$ cat src/rtl/cu_fsm.sv
// Multicycle control-unit FSM for the OTTER RV32I core: fetch, execute, load writeback and
// interrupt entry, with Mealy strobe decode and a retired-instruction counter.
module cu_fsm #(
  parameter int unsigned LOAD_WAIT = 0,
  parameter int unsigned CNT_W     = 32
) (
  input  logic             CLK,
  input  logic             RST_N,
  input  logic [6:0]       OPCODE,
  input  logic [2:0]       FUNC3,
  input  logic             INTR,
  input  logic             CSR_MIE,
  output logic             PC_WRITE,
  output logic             REG_WRITE,
  output logic             MEM_RDEN1,
  output logic             MEM_RDEN2,
  output logic             MEM_WE2,
  output logic             CSR_WE,
  output logic             INT_TAKEN,
  output logic [1:0]       STATE,
  output logic [CNT_W-1:0] RETIRED_CNT
);

  localparam logic [6:0] OpLui    = 7'b0110111;
  localparam logic [6:0] OpAuipc  = 7'b0010111;
  localparam logic [6:0] OpJal    = 7'b1101111;
  localparam logic [6:0] OpJalr   = 7'b1100111;
  localparam logic [6:0] OpOp     = 7'b0110011;
  localparam logic [6:0] OpOpImm  = 7'b0010011;
  localparam logic [6:0] OpStore  = 7'b0100011;
  localparam logic [6:0] OpLoad   = 7'b0000011;
  localparam logic [6:0] OpSystem = 7'b1110011;

  localparam logic [3:0] WaitMax  = 4'(LOAD_WAIT);

  typedef enum logic [1:0] {
    StFetch = 2'd0,
    StExec  = 2'd1,
    StWb    = 2'd2,
    StIntr  = 2'd3
  } state_e;

  state_e           state_q, state_d;
  logic [3:0]       wait_q, wait_d;
  logic [CNT_W-1:0] cnt_q;
  logic             int_pend;
  logic             retire;

  assign int_pend    = INTR & CSR_MIE;
  assign retire      = PC_WRITE & (state_q != StIntr);
  assign STATE       = state_q;
  assign RETIRED_CNT = cnt_q;

  always_ff @(posedge CLK or negedge RST_N) begin
    if (!RST_N) begin
      state_q <= StFetch;
      wait_q  <= 4'd0;
      cnt_q   <= '0;
    end else begin
      state_q <= state_d;
      wait_q  <= wait_d;
      if (retire) cnt_q <= cnt_q + CNT_W'(1);
    end
  end

  // Interrupt pending is only looked at in the cycle that completes an instruction.
  always_comb begin
    state_d = state_q;
    wait_d  = wait_q;
    case (state_q)
      StFetch: state_d = StExec;
      StExec: begin
        if (OPCODE == OpLoad) begin
          state_d = StWb;
          wait_d  = 4'd0;
        end else begin
          state_d = int_pend ? StIntr : StFetch;
        end
      end
      StWb: begin
        if (wait_q == WaitMax) begin
          wait_d  = 4'd0;
          state_d = int_pend ? StIntr : StFetch;
        end else begin
          wait_d = wait_q + 4'd1;
        end
      end
      StIntr:  state_d = StFetch;
      default: state_d = StFetch;
    endcase
  end

  // Strobes are held low while reset is asserted, even mid-instruction.
  always_comb begin
    PC_WRITE  = 1'b0;
    REG_WRITE = 1'b0;
    MEM_RDEN1 = 1'b0;
    MEM_RDEN2 = 1'b0;
    MEM_WE2   = 1'b0;
    CSR_WE    = 1'b0;
    INT_TAKEN = 1'b0;
    if (RST_N) begin
      case (state_q)
        StFetch: MEM_RDEN1 = 1'b1;
        StExec: begin
          case (OPCODE)
            OpLui, OpAuipc, OpJal, OpJalr, OpOp, OpOpImm: begin
              REG_WRITE = 1'b1;
              PC_WRITE  = 1'b1;
            end
            OpStore: begin
              MEM_WE2  = 1'b1;
              PC_WRITE = 1'b1;
            end
            OpLoad:  MEM_RDEN2 = 1'b1;
            OpSystem: begin
              PC_WRITE = 1'b1;
              if (FUNC3 != 3'b000) begin
                CSR_WE    = 1'b1;
                REG_WRITE = 1'b1;
              end
            end
            default: PC_WRITE = 1'b1;
          endcase
        end
        StWb: begin
          MEM_RDEN2 = 1'b1;
          if (wait_q == WaitMax) begin
            REG_WRITE = 1'b1;
            PC_WRITE  = 1'b1;
          end
        end
        StIntr: begin
          INT_TAKEN = 1'b1;
          PC_WRITE  = 1'b1;
        end
        default: ;
      endcase
    end
  end

endmodule

$ cat config.mk
export PLATFORM = sky130hd
export DESIGN_NAME = cu_fsm
export DESIGN_NICKNAME = d
export VERILOG_FILES = /design/src/rtl/cu_fsm.sv
export SDC_FILE = /design/constraint.sdc
export NUM_CORES = 1
export LEC_CHECK = 0
export ABC_AREA = 0
export CAP_MARGIN = 40
export CELL_PAD_IN_SITES_DETAIL_PLACEMENT = 1
export CELL_PAD_IN_SITES_GLOBAL_PLACEMENT = 2
export CORE_MARGIN = 4
export CORE_UTILIZATION = 32
export DETAILED_ROUTE_END_ITERATION = 10
export PLACE_DENSITY = 0.88
export SYNTH_ARGS = -nofsm -noshare
export SYNTH_HDL_FRONTEND = slang
export SYNTH_SLANG_ARGS = --single-unit
$ cat constraint.sdc
create_clock -name CLK -period 2.25 [get_ports CLK]
set_input_delay 0.3375 -clock CLK [delete_from_list [all_inputs] [get_ports CLK]]
set_output_delay 0.3375 -clock CLK [all_outputs]
set_load 0.05 [all_outputs]
==> results_dict.tcl, run 1 <==
set metrics [dict create \
    drc_errors 0 \
    numClockSinks 38 \
    seq_power_share_pct 32.7 \
    yosys_most_used_dff "dfrtp_1" \
    seq_area_um2 953.4 \
    rsz0062_at_grt "true" \
    top_layer "met4" \
    gp_congestion 0.8054 \
    crit_fanout 2 \
    final_layout_size_suffix_gt1_share_pct 27.04 \
    synth_fp_nets 242 \
    io_buffer_count 54 \
    multiInputGateArea_um2 1483 \
    syn_area_um2 2367 \
    reg2reg_from "STATE[1]" \
    antenna_found_initial 0 \
    yosysSeqAreaShare_pct 40.17 \
    worst_slew_pin_slew_ps 536.4 \
    start_kind "register" \
    vdd_drop_max_v 0.0002808 \
    clock.fmax_mhz 419.6 \
    r2r_cells 8 \
    grt_usage_pct 16.45 \
    comb_power_share_pct 44.8 \
    switching_share_pct 39.48 \
    synth-async-reset-ratio_pct 100.0 \
    cts_tree "yes" \
    synth-edff-count 0 \
    hold_viol 0 \
    ios 55 \
    violations "negative setup slack" \
    cts-root-buf "clkbuf_8" \
    clock_path_buffers 2 \
    core_area_um2 7214 \
    layout_setup_ws_ps -133.3 \
    num_rows 31 \
    grt_remaining_overflow 0 \
    start_util_pct 32.81 \
    wl_per_cell_um 17.17 \
    tns_ps -234.1 \
    yosysTopAreaCell "dfrtp_1" \
    placedCellCount 389 \
    wl_met2_um 3454 \
    fin_cells 406 \
    final_antenna_net_count 0 \
    grt_pass1_vias 2243 \
    end_kind "output port" \
    p_leak_nw 1.621 \
    ys_top_cells_by_area "dfrtp_1 40%, xor2_1 9.2%, ha_1 4.2%, nand2_1 3.3%, nand3_1 2.5%" \
    clk_pin_slew_worst_paths_ps 80 \
    fin_skew_ps 1.911 \
    setup_violations 4 \
    period_needed_ps 2383 \
    drv_cap 0 \
    critPathArrivalTime_ps 2050 \
    dp_hpwl_um 5298 \
    p_clk_share_pct 22.4 \
    area_growth_pct 50.69 \
    power_density_nw_per_um2 719.8 \
    die_h_um 94.01 \
    synth_top_area_share_pct 40.17 \
    viasPerCell 5.143 \
    fin_crit_sh_pct 105.9 \
    htree_levels 2 \
    slew_headroom_pct 63.31 \
    holdCritPathClass "in2async" \
    timing.rr.end "RETIRED_CNT[25]" \
    drt_iter0_drc 78 \
    synth_cells 220 \
    status "finished, violations left" \
    switching_power_mw 1.014 \
    crit_required_ps 1910 \
    grt_start_max_net_pins 26 \
    grt_pass1_wl_um 11480 \
    ys_warn_count 0 \
    intPower_mw 1.554 \
    vias 2088 \
    drt_wl_total_um 6973 \
    r2r_setup_slack_ps 60 \
    met1_length_um 3130 \
    fin_total_pwr_mw 2.568 \
    utilization_pct 49.45 \
    drv_slew 0 \
    fp.dieW_um 94.01 \
    clock_latency_ps 290 \
    synth_cell_type_count 54 \
    ys_ff_latch 38 \
    crit_type "reg2out" \
    cts_made_buffers 5 \
    synth.avg_cell_area_um2 10.76 \
    dr.pass1.iters 4 \
    post-synth-top-count-cell "dfrtp_1" \
    die-area_um2 8838 \
    nFillCells 792 \
    synth_top_cells_by_count "38 x dfrtp_1, 25 x xor2_1, 21 x nand2_1" \
    diodes 0 \
    final_nets 328 \
    wl_met3_um 316 \
]
==> per-layer routing <==
layer / vias to the layer above / track usage (%)
li1: 993 / -
met4: 0 / 3.369
met3: 7 / 3.526
met1: 1037 / 20.89
met5: - / 0
met2: 51 / 28.68
==> critical path, cell delays in order (launching register included) <==
cell,delay [ps]
dfrtp_2,420
inv_2,80
ha_4,130
nand3_2,80
or3_4,340
or3_4,370
a31oi_4,170
buf_12,160
==> cell usage in the layout (no fill, tap or decap), drive strengths merged, types with 7 or more instances in the layout <==
cell type | synthesis | final
a2111oi | 12 | 12
a21oi | 7 | 7
and3 | 9 | 9
buf | 4 | 40
clkbuf | 4 | 7
clkdlybuf4s50 | 0 | 46
dfrtp | 38 | 38
ha | 8 | 8
inv | 9 | 9
nand2 | 22 | 22
nand3 | 12 | 12
xor2 | 25 | 25
==> sequential cells by signal, indices dropped and copies added, names as in the netlist <==
signal,count
RETIRED_CNT,32
wait_q,4
STATE,2
==> area by class of cell <==
type | instances | share of cell area (%)
clock inverter | 1 | 0.8418
inverter | 9 | 0.9470
timing repair buffer | 87 | 24.31
multi-input combinational | 165 | 41.56
clock buffer | 7 | 2.140
sequential | 38 | 26.73
tap | 99 | 3.472
==> power by group through the flow <==
stage          Clock [mW]  Combinational, mW  Sequential [mW]
2_1_floorplan           0              0.461             1.06
5_1_grt             0.618               1.24            0.856
4_1_cts             0.588               1.13            0.839
6_report            0.576               1.15            0.840
3_3_place_gp            0               1.07            0.852
3_5_place_dp            0               1.08            0.856
==> stage by stage <==
stage / hold slack [ps] / cell area [um2] / setup slack (ps)
4_1_cts: 116.8 / 3501 / -133.4
2_1_floorplan: 41.91 / 2456 / -100.5
3_3_place_gp: 199.6 / 3316 / -128.4
3_5_place_dp: 201.6 / 3316 / -143.2
5_1_grt: 121.8 / 3567 / -216.3
6_report: 113.5 / 3567 / -133.3
==> cells by family after synthesis <==
| kind of cell | after synthesis | synth area share, % |
|---|---|---|
| AND/OR/NAND/NOR | 78 | 20.56 |
| AO/OA/AOI/OAI | 47 | 19.72 |
| flip-flops | 38 | 40.17 |
| XOR/XNOR | 31 | 11.47 |
| buffers and inverters | 17 | 3.382 |
| adder cells (fa/ha/maj) | 8 | 4.228 |
| multiplexers | 1 | 0.4757 |
==> worst max path at each step <==
| stage | slack (ps) | endpoint | from | cells past startpoint |
|---|---|---|---|---|
| after floorplan | -100 | REG_WRITE | STATE[1] | 6 |
| after global placement | -130 | RETIRED_CNT[10] | STATE[0] | 7 |
| after detailed placement | -140 | RETIRED_CNT[7] | OPCODE[3] | 6 |
| after CTS | -130 | REG_WRITE | STATE[1] | 7 |
| after global routing | -220 | REG_WRITE | STATE[1] | 7 |
| final | -130 | REG_WRITE | STATE[1] | 7 |
==> timing repair <==
item                                    4_1_cts  5_1_grt
endpoints found under the hold margin         3        0
resized for setup                             6        9
endpoints found under the setup margin        6       14
setup buffers                                 6        2
pin swaps                                     4        2
hold buffers                                  1        0
gates cloned                                  0        0
Power figures use the tool's default switching activity.
==> run 2, diff against run 1 <==
--- a/config.mk
+++ b/config.mk
@@ -13,6 +13,7 @@
 export CORE_UTILIZATION = 32
 export DETAILED_ROUTE_END_ITERATION = 10
 export PLACE_DENSITY = 0.88
+export SLEW_MARGIN = 20
 export SYNTH_ARGS = -nofsm -noshare
 export SYNTH_HDL_FRONTEND = slang
 export SYNTH_SLANG_ARGS = --single-unit
==> constraint.sdc (replaced) <==
create_clock -name CLK -period 2.25 [get_ports CLK]
set_input_delay 0.3375 -clock CLK [delete_from_list [all_inputs] [get_ports CLK]]
set_output_delay 0.3375 -clock CLK [all_outputs]
set_load 0.1 [all_outputs]
==> results_dict.tcl, run 2 (synthesized netlist as in run 1, its figures left out) <==
set metrics [dict create \
    status "finished, violations left" \
    violations "negative setup slack" \
    timing.rr.end "RETIRED_CNT[25]" \
    slowest_delay_ps 490 \
    intPower_mw 1.627 \
    crit_fanout 2 \
    clock_path_buffers 2 \
    crit_type "reg2out" \
    antenna_found_initial 0 \
    end_kind "output port" \
    grt_start_max_net_pins 28 \
    diodes 0 \
    cts_tree "yes" \
    hold_viol 0 \
    clk_pin_slew_worst_paths_ps 80 \
    vdd_drop_max_v 0.0002961 \
    die-area_um2 8838 \
    dr.pass1.iters 4 \
    start_kind "register" \
    htree_levels 2 \
    period_needed_ps 2471 \
    final_common_cell "buf_4" \
    reg2reg_from "STATE[0]" \
    slowest_stage "dfrtp_4" \
    grt_pass1_wl_um 11410 \
    p_leak_nw 1.731 \
    cts_made_buffers 5 \
    numClockSinks 38 \
    vias 2140 \
    clock.fmax_mhz 404.7 \
    clock_latency_ps 300 \
    holdCritPathClass "in2async" \
    preCtsSetupSlack_ps -151.6 \
    crit_required_ps 1910 \
    cts-root-buf "clkbuf_8" \
    final_antenna_net_count 0 \
    tns_ps -588.1 \
    seq_power_share_pct 28.0 \
    final_nets 331 \
    viasPerCell 5.232 \
    dp_hpwl_um 5273 \
    fp.dieW_um 94.01 \
    fin_skew_ps 9.914 \
    r2r_cells 7 \
    grt_pass1_vias 2246 \
    comb_power_share_pct 52.7 \
    largest_reg_flops 32 \
    rsz0062_at_grt "true" \
    grt_remaining_overflow 0 \
    drv_slew 0 \
    drc_errors 0 \
    final_layout_size_suffix_gt1_share_pct 46.45 \
    area_growth_pct 55.23 \
    ctsHoldBuffers 0 \
    core_area_um2 7214 \
    crit_family "simple AND/OR/NAND/NOR gates" \
    setup_violations 4 \
    multiInputGateArea_um2 1567 \
    io_buffer_count 54 \
    worst_slew_pin_slew_ps 519.1 \
    switching_power_mw 1.403 \
    layout_common_cells "62 x buf_4, 25 x xor2_1, 24 x dfrtp_1" \
    nFillCells 812 \
    ios 55 \
    fin_total_pwr_mw 3.030 \
    cpMostUsedCell "or3_4" \
    critPathArrivalTime_ps 2130 \
    power_density_nw_per_um2 824.5 \
    drt_wl_total_um 7261 \
    p_clk_share_pct 19.3 \
    num_rows 31 \
    seq_area_um2 973.4 \
    layout_setup_ws_ps -220.8 \
    die_h_um 94.01 \
    start_util_pct 32.81 \
    switching_share_pct 46.31 \
    grt_usage_pct 16.38 \
    drt_iter0_drc 103 \
    wl_per_cell_um 17.75 \
    r2r_setup_slack_ps 90 \
    gp_congestion 0.7549 \
    drv_cap 0 \
    cp_cell_sequence "inv_4, ha_4, nand3_4, or3_4, or3_4, a31oi_4, buf_12" \
    slew_headroom_pct 65.27 \
    fin_crit_sh_pct 109.8 \
    cp_num_buf_inv 2 \
]
## run 2: changes by cell type in the layout (fill, tap and decap cells not counted), sizes merged
cell | before | now
dlymetal6s2s | 0 | 1
dlygate4sd2 | 0 | 1
clkdlybuf4s50 | 46 | 10
clkbuf | 7 | 5
clkinv | 0 | 2
buf | 40 | 78
dlygate4sd3 | 1 | 0
## run 2: worst max-delay path by stage
stage | start | endpoint | slack, ps | depth (start not counted)
final | STATE[1] | REG_WRITE | -220 | 7
after global routing | STATE[1] | REG_WRITE | -280 | 7
after CTS | STATE[1] | REG_WRITE | -240 | 7
after detailed placement | OPCODE[1] | REG_WRITE | -150 | 6
after global placement | OPCODE[1] | REG_WRITE | -110 | 6
after floorplan | STATE[1] | MEM_WE2 | -470 | 5
## run 2: per-stage QoR
stage               utilization, %  hold WS (ps)  instance area, um2  cells
floorplan                        -         41.91                2500    220
global placement             45.53         367.6                3284    387
detailed placement           45.53         378.9                3284    387
CTS                          47.99         51.62                3462    401
global route                 50.94         67.33                3675    409
finish                       50.94         51.09                3675    409
## run 2: metal layers
metal | global-route usage [%] | vias to the layer above | wire length, um
met3 | 3.045 | 4 | 331
li1 | - | 996 | -
met4 | 4.813 | 0 | 70
met1 | 20.94 | 1087 | 3106
met5 | 0 | - | 0
met2 | 28.03 | 53 | 3753
## run 2: cell type report
class	count	area share (%)
clock buffers	5	1.873
clock inverters	3	1.090
inverters	9	1.124
multi-input cells	165	42.63
flip-flops and latches	38	26.49
well taps	99	3.371
repair buffers	90	23.43
## run 2: power groups by stage
stage                     clock network [mW]  registers, mW  logic, mW
final                                  0.585          0.848       1.60
after global routing                   0.629          0.863       1.68
after floorplan                            0           1.32      0.529
after CTS                              0.602          0.855       1.47
after detailed placement                   0          0.872       1.42
after global placement                     0          0.869       1.40
## run 2: repair_timing
action | 4_1_cts | 5_1_grt
setup buffers | 6 | 8
gates cloned | 0 | 0
gates resized for setup | 8 | 25
pin swaps | 4 | 17
endpoints found under the setup margin | 7 | 20
==> run 3, diff against run 2 <==
--- a/config.mk
+++ b/config.mk
@@ -12,6 +12,7 @@
 export CORE_MARGIN = 4
 export CORE_UTILIZATION = 32
 export DETAILED_ROUTE_END_ITERATION = 10
+export MAX_ROUTING_LAYER = met4
 export PLACE_DENSITY = 0.88
 export SLEW_MARGIN = 20
 export SYNTH_ARGS = -nofsm -noshare
==> constraint.sdc (replaced) <==
create_clock -name CLK -period 2.7 [get_ports CLK]
set_input_delay 0.405 -clock CLK [delete_from_list [all_inputs] [get_ports CLK]]
set_output_delay 0.405 -clock CLK [all_outputs]
set_load 0.1 [all_outputs]
==> results_dict.tcl, run 3 (synthesized netlist as in run 1, its figures left out) <==
set metrics [dict create \
    critPathArrivalTime_ps 2210 \
    comb_power_share_pct 49.9 \
    seq_area_um2 958.4 \
    crit_required_ps 2300 \
    crit_fanout 4 \
    grt_remaining_overflow 0 \
    final_nets 308 \
    clock_path_buffers 2 \
    io_buffer_count 54 \
    num_rows 31 \
    worst_slew_pin_slew_ps 605.9 \
    drt_wl_total_um 6393 \
    p_clk_share_pct 18.4 \
    seq_power_share_pct 31.7 \
    area_growth_pct 37.63 \
    ios 55 \
    drt_iter0_drc 59 \
    clock.fmax_mhz 381.8 \
    cts_tree "yes" \
    diodes 0 \
    tns_ps 0 \
    grt_pass1_vias 2089 \
    start_util_pct 32.81 \
    dpl_cell_area_um2 3136 \
    nFillCells 825 \
    power_density_nw_per_um2 685.6 \
    cpMostUsedCell "or3_4" \
    drv_slew 0 \
    crit_type "reg2out" \
    multiInputGateArea_um2 1424 \
    numClockSinks 38 \
    drv_cap 0 \
    dr.pass1.iters 4 \
    holdCritPathClass "reg2reg" \
    viasPerCell 5.153 \
    vdd_drop_max_v 0.0003329 \
    cp_cell_sequence "inv_4, ha_4, nand3_2, or3_4, or3_4, a31oi_4, buf_12" \
    die-area_um2 8838 \
    grt_usage_pct 16.07 \
    slowest_delay_ps 500 \
    p_leak_nw 1.577 \
    slowest_stage "dfrtp_4" \
    layout_setup_ws_ps 81.07 \
    slew_headroom_pct 58.56 \
    largest_reg_flops 32 \
    core_area_um2 7214 \
    preCtsSetupSlack_ps 109.5 \
    fp.dieW_um 94.01 \
    wl_per_cell_um 16.56 \
    cts-root-buf "clkbuf_8" \
    intPower_mw 1.154 \
    grt_pass1_wl_um 11030 \
    fin_crit_sh_pct 97.00 \
    antenna_found_initial 0 \
    die_h_um 94.01 \
    start_kind "register" \
    hold_viol 0 \
    clk_pin_slew_worst_paths_ps 80 \
    design_area_um2 3258 \
    switching_share_pct 48.36 \
    final_antenna_net_count 0 \
    final_layout_size_suffix_gt1_share_pct 33.45 \
    gp_congestion 0.7718 \
    vias 1989 \
    htree_levels 2 \
    final_common_cell "buf_4" \
    layout_common_cells "46 x buf_4, 36 x dfrtp_1, 25 x xor2_1" \
    dp_hpwl_um 4880 \
    setup_violations 0 \
    cts_made_buffers 5 \
    switching_power_mw 1.080 \
    rsz0062_at_grt "true" \
    period_needed_ps 2619 \
    fin_skew_ps 7.886 \
    cp_num_buf_inv 2 \
    grt_start_max_net_pins 36 \
    drc_errors 0 \
    status "finished clean" \
    crit_family "simple AND/OR/NAND/NOR gates" \
    end_kind "output port" \
    clock_latency_ps 290 \
]
-- run 3: cell types whose count changed in the layout (fill, tap and decap cells not counted), moves of 2 or more --
cell             before  now
dfrtp_1              24   36
a2111oi_2             6    4
a2111oi_4             5    2
buf_6                 3    0
ha_1                  4    6
clkdlybuf4s50_1      10   12
ha_4                  3    1
buf_12               11    7
buf_4                62   46
a2111oi_0             1    6
dfrtp_2              12    0
-- run 3: routing by layer --
metal / routed length [um] / part of all wire [%] / global-route usage [%] / up-vias
met5: 0 / 0 / - / -
met4: 75 / 1.2 / 3.730 / 0
met3: 228 / 3.6 / 2.484 / 8
met2: 3229 / 51 / 27.14 / 42
met1: 2859 / 45 / 20.30 / 991
li1: - / - / - / 948
-- run 3: area by class of cell --
cell class | instances | share of cell area, %
Multi-Input combinational cell | 165 | 43.70
Sequential cell | 38 | 29.42
Timing Repair Buffer | 67 | 19.05
Tap cell | 99 | 3.802
Clock buffer | 6 | 2.535
Inverter | 9 | 1.114
Clock inverter | 2 | 0.3840
-- run 3: power by group through the flow --
stage | Sequential, mW | Clock [mW] | Combinational, mW
after floorplan | 1.09 | 0 | 0.434
after global routing | 0.724 | 0.458 | 1.17
after global placement | 0.720 | 0 | 1.09
final | 0.709 | 0.411 | 1.11
after CTS | 0.711 | 0.429 | 1.12
after detailed placement | 0.725 | 0 | 1.10
-- run 3: stage by stage --
step | power (mW) | util, % | instances | hold slack (ps)
after CTS | 2.259 | 45.13 | 386 | 476.6
final | 2.234 | 45.16 | 386 | 472.6
after detailed placement | 1.829 | 43.46 | 375 | 286.2
after floorplan | 1.527 | - | 220 | 109.4
after global placement | 1.812 | 43.46 | 375 | 277.9
after global routing | 2.353 | 45.16 | 386 | 505.3
-- run 3: timing repair --
| item | 4_1_cts | 5_1_grt |
|---|---|---|
| endpoints found under the hold margin | 3 | 0 |
| buffers inserted | 2 | 0 |
| gates resized for setup | 0 | 1 |
| hold buffers | 1 | 0 |
| pin swaps | 0 | 1 |
| endpoints found under the setup margin | 1 | 2 |
-- run 3: worst paths after layout --
check	start	to	slack, ps	cells past startpoint
setup / recovery	STATE[1]	REG_WRITE	80	7
hold / removal	RETIRED_CNT[31]	RETIRED_CNT[31]	470	1
setup reg to reg	STATE[0]	RETIRED_CNT[10]	290	6
hold reg to reg	RETIRED_CNT[31]	RETIRED_CNT[31]	470	1
max in group asynchronous	RST_N	STATE[0]	1420	3
min in group asynchronous	RST_N	STATE[1]	510	2
